--- src/rtl/alu_sequencer.sv ---
// alu_sequencer: sequencing stage of the ALU datapath.
// Accepts one R-type operation per handshake, drives the shared operand bus
// feeding the external combinational ALU and SLL shifter, captures the
// selected result, runs MULTU as a 32-step shift-add into HI/LO, and presents
// one result per operation downstream with backpressure.
module alu_sequencer (
  input  logic        clk,
  input  logic        reset,
  input  logic        in_valid,
  output logic        in_ready,
  input  logic [5:0]  in_funct,
  input  logic [31:0] in_a,
  input  logic [31:0] in_b,
  output logic [31:0] op_a,
  output logic [31:0] op_b,
  output logic [5:0]  op_signal,
  input  logic [31:0] alu_result,
  input  logic [31:0] shift_result,
  output logic        out_valid,
  input  logic        out_ready,
  output logic [31:0] out_data
);

  localparam logic [5:0] FUNCT_AND   = 6'd36;
  localparam logic [5:0] FUNCT_OR    = 6'd37;
  localparam logic [5:0] FUNCT_ADD   = 6'd32;
  localparam logic [5:0] FUNCT_SUB   = 6'd34;
  localparam logic [5:0] FUNCT_SLT   = 6'd42;
  localparam logic [5:0] FUNCT_SLL   = 6'd0;
  localparam logic [5:0] FUNCT_MULTU = 6'd25;
  localparam logic [5:0] FUNCT_MFHI  = 6'd16;
  localparam logic [5:0] FUNCT_MFLO  = 6'd18;

  localparam logic [4:0] MUL_LAST_STEP = 5'd31;

  typedef enum logic [1:0] {
    IDLE = 2'd0,
    EXEC = 2'd1,
    MUL  = 2'd2,
    DONE = 2'd3
  } seqState_t;

  seqState_t   state;
  seqState_t   nextState;

  logic        accept;
  logic        acceptMul;
  logic        mulLast;

  logic [63:0] multiplicand;
  logic [31:0] multiplier;
  logic [63:0] product;
  logic [63:0] productNext;
  logic [4:0]  mulCount;

  logic [31:0] hiReg;
  logic [31:0] loReg;
  logic [31:0] execResult;

  // Result selection for a single-cycle operation. Codes outside the
  // supported set produce zero rather than whatever the ALU happens to drive.
  function automatic logic [31:0] selectResult(
    input logic [5:0]  funct,
    input logic [31:0] aluValue,
    input logic [31:0] shiftValue,
    input logic [31:0] hiValue,
    input logic [31:0] loValue
  );
    logic [31:0] result;
    case (funct)
      FUNCT_AND,
      FUNCT_OR,
      FUNCT_ADD,
      FUNCT_SUB,
      FUNCT_SLT:  result = aluValue;
      FUNCT_SLL:  result = shiftValue;
      FUNCT_MFHI: result = hiValue;
      FUNCT_MFLO: result = loValue;
      default:    result = 32'h0;
    endcase
    return result;
  endfunction

  // One shift-add step: conditionally accumulate the current multiplicand.
  function automatic logic [63:0] mulStep(
    input logic [63:0] acc,
    input logic [63:0] addend,
    input logic        takeBit
  );
    return takeBit ? (acc + addend) : acc;
  endfunction

  // Handshake and control decode. Only IDLE can take an operation, so a
  // result leaving DONE can never coincide with a new accept.
  assign in_ready    = (state == IDLE);
  assign out_valid   = (state == DONE);
  assign accept      = in_valid && (state == IDLE);
  assign acceptMul   = accept && (in_funct == FUNCT_MULTU);
  assign mulLast     = (state == MUL) && (mulCount == MUL_LAST_STEP);
  assign productNext = mulStep(product, multiplicand, multiplier[0]);
  assign execResult  = selectResult(op_signal, alu_result, shift_result, hiReg, loReg);

  // State register; reset wins over any handshake activity.
  always_ff @(posedge clk) begin
    if (reset) begin
      state <= IDLE;
    end else begin
      state <= nextState;
    end
  end

  // Next-state logic.
  always_comb begin
    nextState = state;
    case (state)
      IDLE: begin
        if (in_valid) begin
          nextState = (in_funct == FUNCT_MULTU) ? MUL : EXEC;
        end
      end
      EXEC: begin
        nextState = DONE;
      end
      MUL: begin
        if (mulCount == MUL_LAST_STEP) begin
          nextState = DONE;
        end
      end
      DONE: begin
        if (out_ready) begin
          nextState = IDLE;
        end
      end
      default: begin
        nextState = IDLE;
      end
    endcase
  end

  // --- stage 0: operand bus, loaded only on the accept cycle ---
  // Operand bus register; holds the last accepted operation in every other cycle.
  always_ff @(posedge clk) begin
    if (reset) begin
      op_a      <= 32'h0;
      op_b      <= 32'h0;
      op_signal <= 6'h0;
    end else if (accept) begin
      op_a      <= in_a;
      op_b      <= in_b;
      op_signal <= in_funct;
    end
  end

  // --- stage 1: shift-add multiplier, one iteration per MUL cycle ---
  // Multiplier datapath: seeded on a MULTU accept, stepped while in MUL.
  always_ff @(posedge clk) begin
    if (reset) begin
      multiplicand <= 64'h0;
      multiplier   <= 32'h0;
      product      <= 64'h0;
      mulCount     <= 5'h0;
    end else if (acceptMul) begin
      multiplicand <= {32'h0, in_a};
      multiplier   <= in_b;
      product      <= 64'h0;
      mulCount     <= 5'h0;
    end else if (state == MUL) begin
      multiplicand <= {multiplicand[62:0], 1'b0};
      multiplier   <= {1'b0, multiplier[31:1]};
      product      <= productNext;
      mulCount     <= mulCount + 5'd1;
    end
  end

  // HI/LO take the full product only on the final multiply step.
  always_ff @(posedge clk) begin
    if (reset) begin
      hiReg <= 32'h0;
      loReg <= 32'h0;
    end else if (mulLast) begin
      hiReg <= productNext[63:32];
      loReg <= productNext[31:0];
    end
  end

  // --- stage 2: result register, stable for the whole DONE phase ---
  // Result capture: EXEC selects the operation result, MULTU completion
  // leaves a zero token; nothing else touches it, so DONE holds it stable.
  always_ff @(posedge clk) begin
    if (reset) begin
      out_data <= 32'h0;
    end else if (state == EXEC) begin
      out_data <= execResult;
    end else if (mulLast) begin
      out_data <= 32'h0;
    end
  end

endmodule

--- config.mk ---
export PLATFORM = sky130hd
export DESIGN_NAME = alu_sequencer
export DESIGN_NICKNAME = d
export VERILOG_FILES = /design/src/rtl/alu_sequencer.sv
export SDC_FILE = /design/constraint.sdc
export NUM_CORES = 1
export LEC_CHECK = 0
export CELL_PAD_IN_SITES_DETAIL_PLACEMENT = 1
export CELL_PAD_IN_SITES_GLOBAL_PLACEMENT = 2
export CORE_MARGIN = 5
export CORE_UTILIZATION = 30
export CTS_BUF_LIST = sky130_fd_sc_hd__clkbuf_2
export DETAILED_ROUTE_END_ITERATION = 7
export PLACE_DENSITY = 0.85
export SYNTH_ARGS = -nofsm -noshare
export SYNTH_HDL_FRONTEND = slang
export SYNTH_SLANG_ARGS = --single-unit
--- constraint.sdc ---
create_clock -name clk -period 3.05 [get_ports clk]
set_clock_uncertainty 0.15 [all_clocks]
set_input_delay 0.915 -clock clk [delete_from_list [all_inputs] [get_ports clk]]
set_output_delay 0.915 -clock clk [all_outputs]
set_load 0.02 [all_outputs]
; ---- Word-level counts from Yosys, hierarchy flattened
; Cells that the tools add are included.
; W data, S select, Z words.
[totals]
regBits = 333
input_bits = 138
out_inout_bits = 104
elab_cells = 52
[classes]
n_addsub = 2
n_eq_ne = 15
muxes = 13
reduce_logical = 10
[op_table]
columns = cell, n
row1 = $mux W32, 6
row2 = $pmux W32 S4, 1
row3 = $add A64 B64 Y64, 1
row4 = $mux W64, 1
row5 = $eq A6 B6 Y1 const B, 5
row6 = $eq A6 B5 Y1 const B, 3
row7 = $mux W2, 4
row8 = $pmux W2 S4, 1
row9 = $logic_not A6 Y1, 1
row10 = $add A5 B1 Y5 const B, 1
row11 = $eq A5 B5 Y1 const B, 1
row12 = $reduce_or A5 Y1, 1
row13 = $eq A2 B2 Y1 const B, 2
row14 = $ne A2 B2 Y1 const B, 2
row15 = $reduce_bool A2 Y1, 2
row16 = $logic_and A1 B1 Y1, 3
row17 = $reduce_and A3 Y1, 1
row18 = $eq A2 B1 Y1 const B, 1
row19 = $logic_not A2 Y1, 1
row20 = $ne A2 B1 Y1 const B, 1
row21 = $reduce_or A2 Y1, 1

; ---- Logic depth before layout (Yosys ltp)
; Gate-level depths: netlist of the first run.
[depth]
word_depth = 4
ltp_mapped = 12
ltp_nobuf = 12

; ---- Worst setup path after synthesis of the first run
; No wires, ideal clock.
[synth_timing]
kind = reg2reg
start = register multiplicand[0]
end = register product[62]
setup_time_ps = 58
t_arrival_ps = 3166
required_time_ps = 2842
path_slack_ps = -325
stages_incl_launch_ff = 13
n_path_buf = 0
synth_period_minus_slack_ps = 3375
path_cell_list = dfxtp_1 > ha_1 > fa_1 > a21o_1 > a221oi_2 > a2111oi_2 > o211ai_1 > a31oi_1 > nor3_1 > o21bai_1 > mux2i_1 > a2111oi_1 > a31o_2
[synth_between]
elab_chain_cells = 2
[synth_rtl]
columns = element, line
row1 = from (decl), 50  ; logic [63:0] multiplicand;
row2 = from (signal assigned), 163  ; multiplicand <= {32'h0, in_a};
row3 = from (signal assigned), 168  ; multiplicand <= {multiplicand[62:0], 1'b0};
row4 = $add A64 B64 Y64, 90  ; return takeBit ? (acc + addend) : acc;
row5 = $mux W64, 90
row6 = to (signal assigned), 170  ; product <= productNext;
row7 = to (decl), 52  ; logic [63:0] product;
; No other way between the ends.
; A chain may end at the register's enable or synchronous reset.

; ---- Worst setup path after layout of the first run
; Ends and elaborated chain as after synthesis.

==> results of run 1 <==
[metrics by stage]
step / util / instances / total power, mW / area [µm²] / setup TNS [ns]
floorplan: - / 2129 / 7.32 / 17200 / -0.00177
global placement: 0.400 / 3284 / 9.18 / 22700 / -7.91
detailed placement: 0.400 / 3284 / 9.33 / 22700 / -13.70
CTS: 0.429 / 3464 / 12.8 / 24300 / -9.20
global route: 0.442 / 3484 / 13.6 / 25000 / -21.39
finish: 0.442 / 3484 / 12.8 / 25000 / -14.15
[per-layer routing]
metal	part of all wire	GRT usage	vias to the layer above
met5	0	0	-
met1	0.42	0.274	9097
met3	0.047	0.0480	168
met2	0.50	0.393	501
met4	0.038	0.0800	0
li1	-	-	8692
[sequential cells by signal, summed over array words and instances, names as in the netlist, 6 cells and up]
| name | cells |
|---|---|
| op_b | 32 |
| multiplicand | 64 |
| op_a | 32 |
| loReg | 32 |
| product | 64 |
| op_signal | 6 |
| hiReg | 32 |
| out_data | 32 |
| multiplier | 32 |
[report_power, final]
group / leakage [nW] / switching (mW) / internal (mW)
sequential: 2.71 / 0.265 / 4.72
clock: 0.654 / 2.08 / 1.35
combinational: 6.81 / 2.59 / 1.80
[area by class of cell]
cell class	instances	area [µm²]
repair buffers	602	5330
diodes	2	5.00
multi-input cells	1601	11100
inverters	27	106
flip-flops and latches	333	6700
well taps	756	946
clock inverters	19	128
clock buffers	144	721
fillers	6747	31600
[repair_timing]
item	CTS	global route
pin swaps	65	116
setup buffers	20	23
cloned	0	0
gates resized for setup	274	155
endpoints found under the setup margin	181	112
[cell usage in the layout, fill, tap and decap left out, drive strengths merged, types with 26 or more instances in the layout]
cell type	synthesis	final
dfxtp	333	333
a222oi	33	33
nand2	331	331
dlygate4sd2	0	71
buf	23	364
a21o	37	37
clkdlybuf4s50	0	136
nor2	233	233
clkdlybuf4s15	0	26
o21ai	61	61
inv	27	30
mux2i	131	131
clkbuf	145	149
xnor2	36	36
a21oi	293	293
ha	69	69
a211oi	115	115
[worst register-to-register path: cells and delay by family, from the launching register on]
family,cells,cell delay (ns)
flip-flops,1,0.35
multiplexers,1,0.19
buffers and inverters,2,0.23
AO/OA/AOI/OAI,8,1.79
AND/OR/NAND/NOR,1,0.23
adder cells (fa/ha/maj),2,0.56
[cells by family (layout without fill, tap and decap cells)]
group	count (synthesis)	after routing	share of synthesized area
AND/OR/NAND/NOR	699	699	0.172
buffers and inverters	195	792	0.0430
other	0	2	0
AO/OA/AOI/OAI	639	639	0.238
adder cells (fa/ha/maj)	70	70	0.0514
multiplexers	132	132	0.0770
XOR/XNOR	61	61	0.0311
flip-flops	333	333	0.388
[final timing paths]
path                   start            to  slack (ns)  cells past startpoint
max          multiplicand[0]   product[62]       -0.48                     14
min              in_funct[0]  op_signal[0]        0.17                      3
max reg2reg  multiplicand[0]   product[62]       -0.48                     14
min reg2reg          op_a[3]       op_a[3]        0.31                      2
==> metrics.csv, run 1 <==
metric,value,unit
status,finished with violations,
violated checks,"design-rule violations, negative setup slack",
drt via density,5.30,
grt ovf,0,
initial antenna violation count,2,
setup ws final,-0.476,ns
synth cell count leaders,"dfxtp_1, nand2_1, a21oi_1",
maximum VDD drop,437,µV
RSZ-0062 raised after global routing,true,
largest net degree at the start of global routing,132,
hold buffer count at cts,0,
Worst Setup Start Kind,flop,
fin crit period,3.53,ns
remaining antenna violation count,0,
Area Overhead vs Synth,45.7,%
first-pass GRT wire length,113,mm
pwr dens,511,mW/mm²
io pins,242,
Initial Utilization,0.304,
CP Capture Type,flop,
DR WL/cell,21.4,µm
Synth top area share,0.388,
"delay-heaviest family, CP",compound AO/OA/AOI/OAI gates,
CTS max path bufs,3,
Area contributors post-synth,"dfxtp_1, a21oi_1, mux2i_1, nand2_1, nor2_1",
Die Y,249,µm
pre-CTS WS,-0.442,ns
Routed WL,74.6,mm
Synth Instances,2129,
peak fanout along the critical path,3,
post-synthesis sequential area ratio,0.388,
H-tree levels,3,
clock tree sinks,333,
synthesized flop and latch total,333,
CP Data Required Time,3.96,ns
Max-Cap Viols,0,
"EDFF count, synth",0,
DP HPWL,54.5,mm
routed via count,18500,
"count leader, synth",dfxtp_1,
Pre-antenna DRT Iters,8,
I/O Buffers,241,
YS warnings,0,
Crit path buffers/inverters,2,
WHS,0.174,ns
Setup Viol. Count Final,64,
Critical-path top delay cell,fa_2,
# rows,87,
Worst-Skew Late Latency,1.16,ns
dominant cell type by area after synthesis,dfxtp_1,
GRT Overall Usage,0.225,
Worst slew margin,0.401,
Syn Std Cell Area,0.0172,mm²
Crit Path Category,flop to flop,
Pleak,10.2,nW
nets@finish,2866,
DRC viols,2,
"Avg Cell Area, Syn",8.07,µm²
CP cell instances,ha_4 -> fa_2 -> a21o_1 -> a221oi_4 -> a2111oi_4 -> o211ai_1 -> a31oi_4 -> nor3_4 -> buf_6 -> buf_6 -> o21bai_4 -> mux2i_2 -> a2111oi_4 -> a31o_2,
clock-pin slew on the worst setup and hold paths,0.12,ns
Critical Path AT,4.43,ns
Yosys cell types,66,
crit-path max cell delay,0.39,ns
Tcrit/Tclk final,1.16,
layout cells sized above 1,0.273,
asr flop ratio synth,0,
Worst-Margin Slew,0.898,ns
gpl congestion,0.968,
Hold Path Class,primary input to flop,
First DRT Iteration DRCs,985,
vias in the first global route,19600,
number of buffers created by CTS,93,
maximum clock frequency,0.284,GHz
CTS root buffer,clkbuf_2,
CORE AREA,0.0566,mm²
Die Wd,249,µm
Die ar.,0.0622,mm²
"Net Count, Synth",2337,
Hold Fails Final Rpt,0,
CTS tree,yes,
"Top FF cell, synth",dfxtp_1,
"Slew Viols, Final",0,
(Power assumes the default switching activity.)
==> run 2, diff against run 1 <==
CORE_UTILIZATION = 35   (was 30)
DONT_BUFFER_PORTS = 1   (was default)
==> run 2 against run 1 <==
Compared with the run above:
- the flow still finishes with violations (design-rule violations, negative setup slack)
- fmax fell by 2.9%
- final cell count fell by 6.3%
- sequential share of layout area rose by 1.3 points
- total power fell by 2.9%
- largest cell class unchanged
==> metrics.csv, run 2 (same netlist as run 1, synthesis figures left out) <==
metric,value,unit,change
Hold Fails Final Rpt,0,,unchanged
Setup Viol. Count Final,68,,was 64
CTS tree,yes,,unchanged
Worst-Skew Late Latency,1.14,ns,was 1.16 ns
Pre-antenna DRT Iters,8,,unchanged
DR WL/cell,24.3,µm,was 21.4 µm
Filler Cells Inserted,5727,,was 6747
Logic pwr share,0.310,,was 0.343
crit-path max cell delay,0.43,ns,was 0.39 ns
sequential share of power,0.430,,was 0.390
Final Instance Area,0.0238,mm²,was 0.0250 mm²
Initial Utilization,0.352,,was 0.304
fin crit period,3.63,ns,was 3.53 ns
Crit Path Category,flop to flop,,unchanged
initial antenna violation count,5,,was 2
Worst Setup Start Kind,flop,,unchanged
footprint of the multi-input gates,0.0111,mm²,about the same
Max-Cap Viols,0,,unchanged
gpl congestion,0.967,,was 0.968
routed via count,18700,,was 18500
Area Overhead vs Synth,38.8,%,was 45.7%
"delay-heaviest family, CP",compound AO/OA/AOI/OAI gates,,unchanged
Critical-path top delay cell,a2111oi_0,,was fa_2
CTS max path bufs,3,,unchanged
drt via density,5.73,,was 5.30
Pleak,9.50,nW,was 10.2 nW
Util after Layout,0.489,,was 0.442
CORE AREA,0.0487,mm²,was 0.0566 mm²
GRT Overall Usage,0.276,,was 0.225
CP Data Required Time,3.87,ns,was 3.96 ns
Worst slew margin,0.197,,was 0.401
Tcrit/Tclk final,1.19,,was 1.16
status,finished with violations,,unchanged
layout cells sized above 1,0.256,,was 0.273
vias in the first global route,20100,,was 19600
number of buffers created by CTS,88,,was 93
io pins,242,,unchanged
Reg area,0.00670,mm²,about the same
maximum clock frequency,0.275,GHz,was 0.284 GHz
"most used cell, CP",buf_6,,
Die ar.,0.0536,mm²,was 0.0622 mm²
sw frac,0.397,,was 0.385
"Slew Viols, Final",0,,unchanged
largest registers,"multiplicand: 64 flops, product: 64 flops",,unchanged
nets@finish,2750,,was 2866
DP HPWL,49.7,mm,was 54.5 mm
largest net degree at the start of global routing,146,,was 132
maximum VDD drop,613,µV,was 437 µV
Worst-Margin Slew,1.20,ns,was 0.898 ns
Clock power frac,0.260,,was 0.267
Psw,4.93,mW,about the same
setup ws final,-0.581,ns,was -0.476 ns
Die Wd,232,µm,was 249 µm
RSZ-0062 raised after global routing,true,,unchanged
DRC viols,5,,was 2
H-tree levels,3,,unchanged
Die Y,232,µm,was 249 µm
Critical Path AT,4.45,ns,was 4.43 ns
First DRT Iteration DRCs,1326,,was 985
Crit path buffers/inverters,3,,was 2
"Cell Area, Placed",0.0198,mm²,was 0.0227 mm²
CP Capture Type,flop,,unchanged
clock-pin slew on the worst setup and hold paths,0.17,ns,was 0.12 ns
Hold Path Class,primary input to flop,,unchanged
remaining antenna violation count,0,,unchanged
"most common cell after layout, fill and taps aside",nand2_1,,unchanged
"commonest cells after routing, fill and taps aside","nand2_1, dfxtp_1, buf_4, a21oi_1, nor2_1",,"was nand2_1, buf_4, dfxtp_1, a21oi_1, nor2_1"
CTS root buffer,clkbuf_2,,unchanged
grt ovf,0,,unchanged
violated checks,"design-rule violations, negative setup slack",,unchanged
# rows,81,,was 87
clock tree sinks,333,,unchanged
pwr dens,521,mW/mm²,was 511 mW/mm²
peak fanout along the critical path,3,,unchanged
Internal Power,7.50,mW,was 7.87 mW
first-pass GRT wire length,118,mm,was 113 mm
CP cell instances,buf_6 -> fa_2 -> a21o_1 -> a221oi_2 -> buf_4 -> a2111oi_4 -> o211ai_1 -> a31oi_2 -> nor3_4 -> buf_6 -> o21bai_4 -> a21oi_2 -> xor2_1 -> a2111oi_0,,was ha_4 -> fa_2 -> a21o_1 -> a221oi_4 -> a2111oi_4 -> o211ai_1 -> a31oi_4 -> nor3_4 -> buf_6 -> buf_6 -> o21bai_4 -> mux2i_2 -> a2111oi_4 -> a31o_2
Routed WL,79.4,mm,was 74.6 mm
I/O Buffers,0,,was 241
## run 2: final cells by class
| type | instances | area share |
|---|---|---|
| antenna | 9 | 0.000945 |
| clock buffer | 125 | 0.0262 |
| clock inverter | 15 | 0.00399 |
| inverter | 27 | 0.00425 |
| multi-input combinational | 1601 | 0.465 |
| sequential | 333 | 0.281 |
| tap | 664 | 0.0349 |
| timing repair buffer | 491 | 0.184 |
## run 2: final timing paths
kind                   startpoint            to  slack [ns]  depth (start not counted)
setup / recovery  multiplicand[1]     hiReg[26]       -0.58                         14
hold / removal     alu_result[27]  out_data[27]        0.07                          4
setup reg to reg  multiplicand[1]     hiReg[26]       -0.58                         14
hold reg to reg       product[47]   product[47]        0.34                          2
## run 2: repair_timing
action | CTS | global route
endpoints found under the setup margin | 72 | 108
hold buffers | 164 | 0
endpoints found under the hold margin | 209 | 0
resized for setup | 136 | 122
pin swaps | 74 | 77
buffers inserted | 29 | 23
## run 2: power by group through the flow
| stage | Sequential, mW | Combinational, mW | Clock, mW |
|---|---|---|---|
| floorplan | 5.28 | 2.04 | 0 |
| global placement | 5.35 | 2.98 | 0 |
| detailed placement | 5.37 | 3.12 | 0 |
| CTS | 5.29 | 3.55 | 3.20 |
| global route | 5.38 | 4.11 | 3.51 |
| finish | 5.35 | 3.85 | 3.23 |
## run 2: through the flow
stage	hold slack (ns)	total power, mW	instances	setup slack, ns	setup TNS [ns]
2_1_floorplan	0.286	7.32	2129	-0.00177	-0.00177
3_3_place_gp	0.307	8.34	2910	-0.314	-8.40
3_5_place_dp	0.321	8.49	2910	-0.411	-11.87
4_1_cts	0.00133	12.0	3240	-0.337	-7.86
5_1_grt	0.0243	13.0	3261	-0.653	-25.19
6_report	0.0694	12.4	3265	-0.581	-18.68
## run 2: worst min-delay path, delay by kind of cell
family           cells  cell delay [ns]
AND/OR/NAND/NOR      1             0.08
AO/OA/AOI/OAI        3             0.30
## run 2: metal layers
metal,part of all wire,track usage,up-vias
li1,-,-,8457
met1,0.40,0.326,9346
met2,0.50,0.479,678
met3,0.056,0.0576,241
met4,0.052,0.130,0
met5,0,0,-
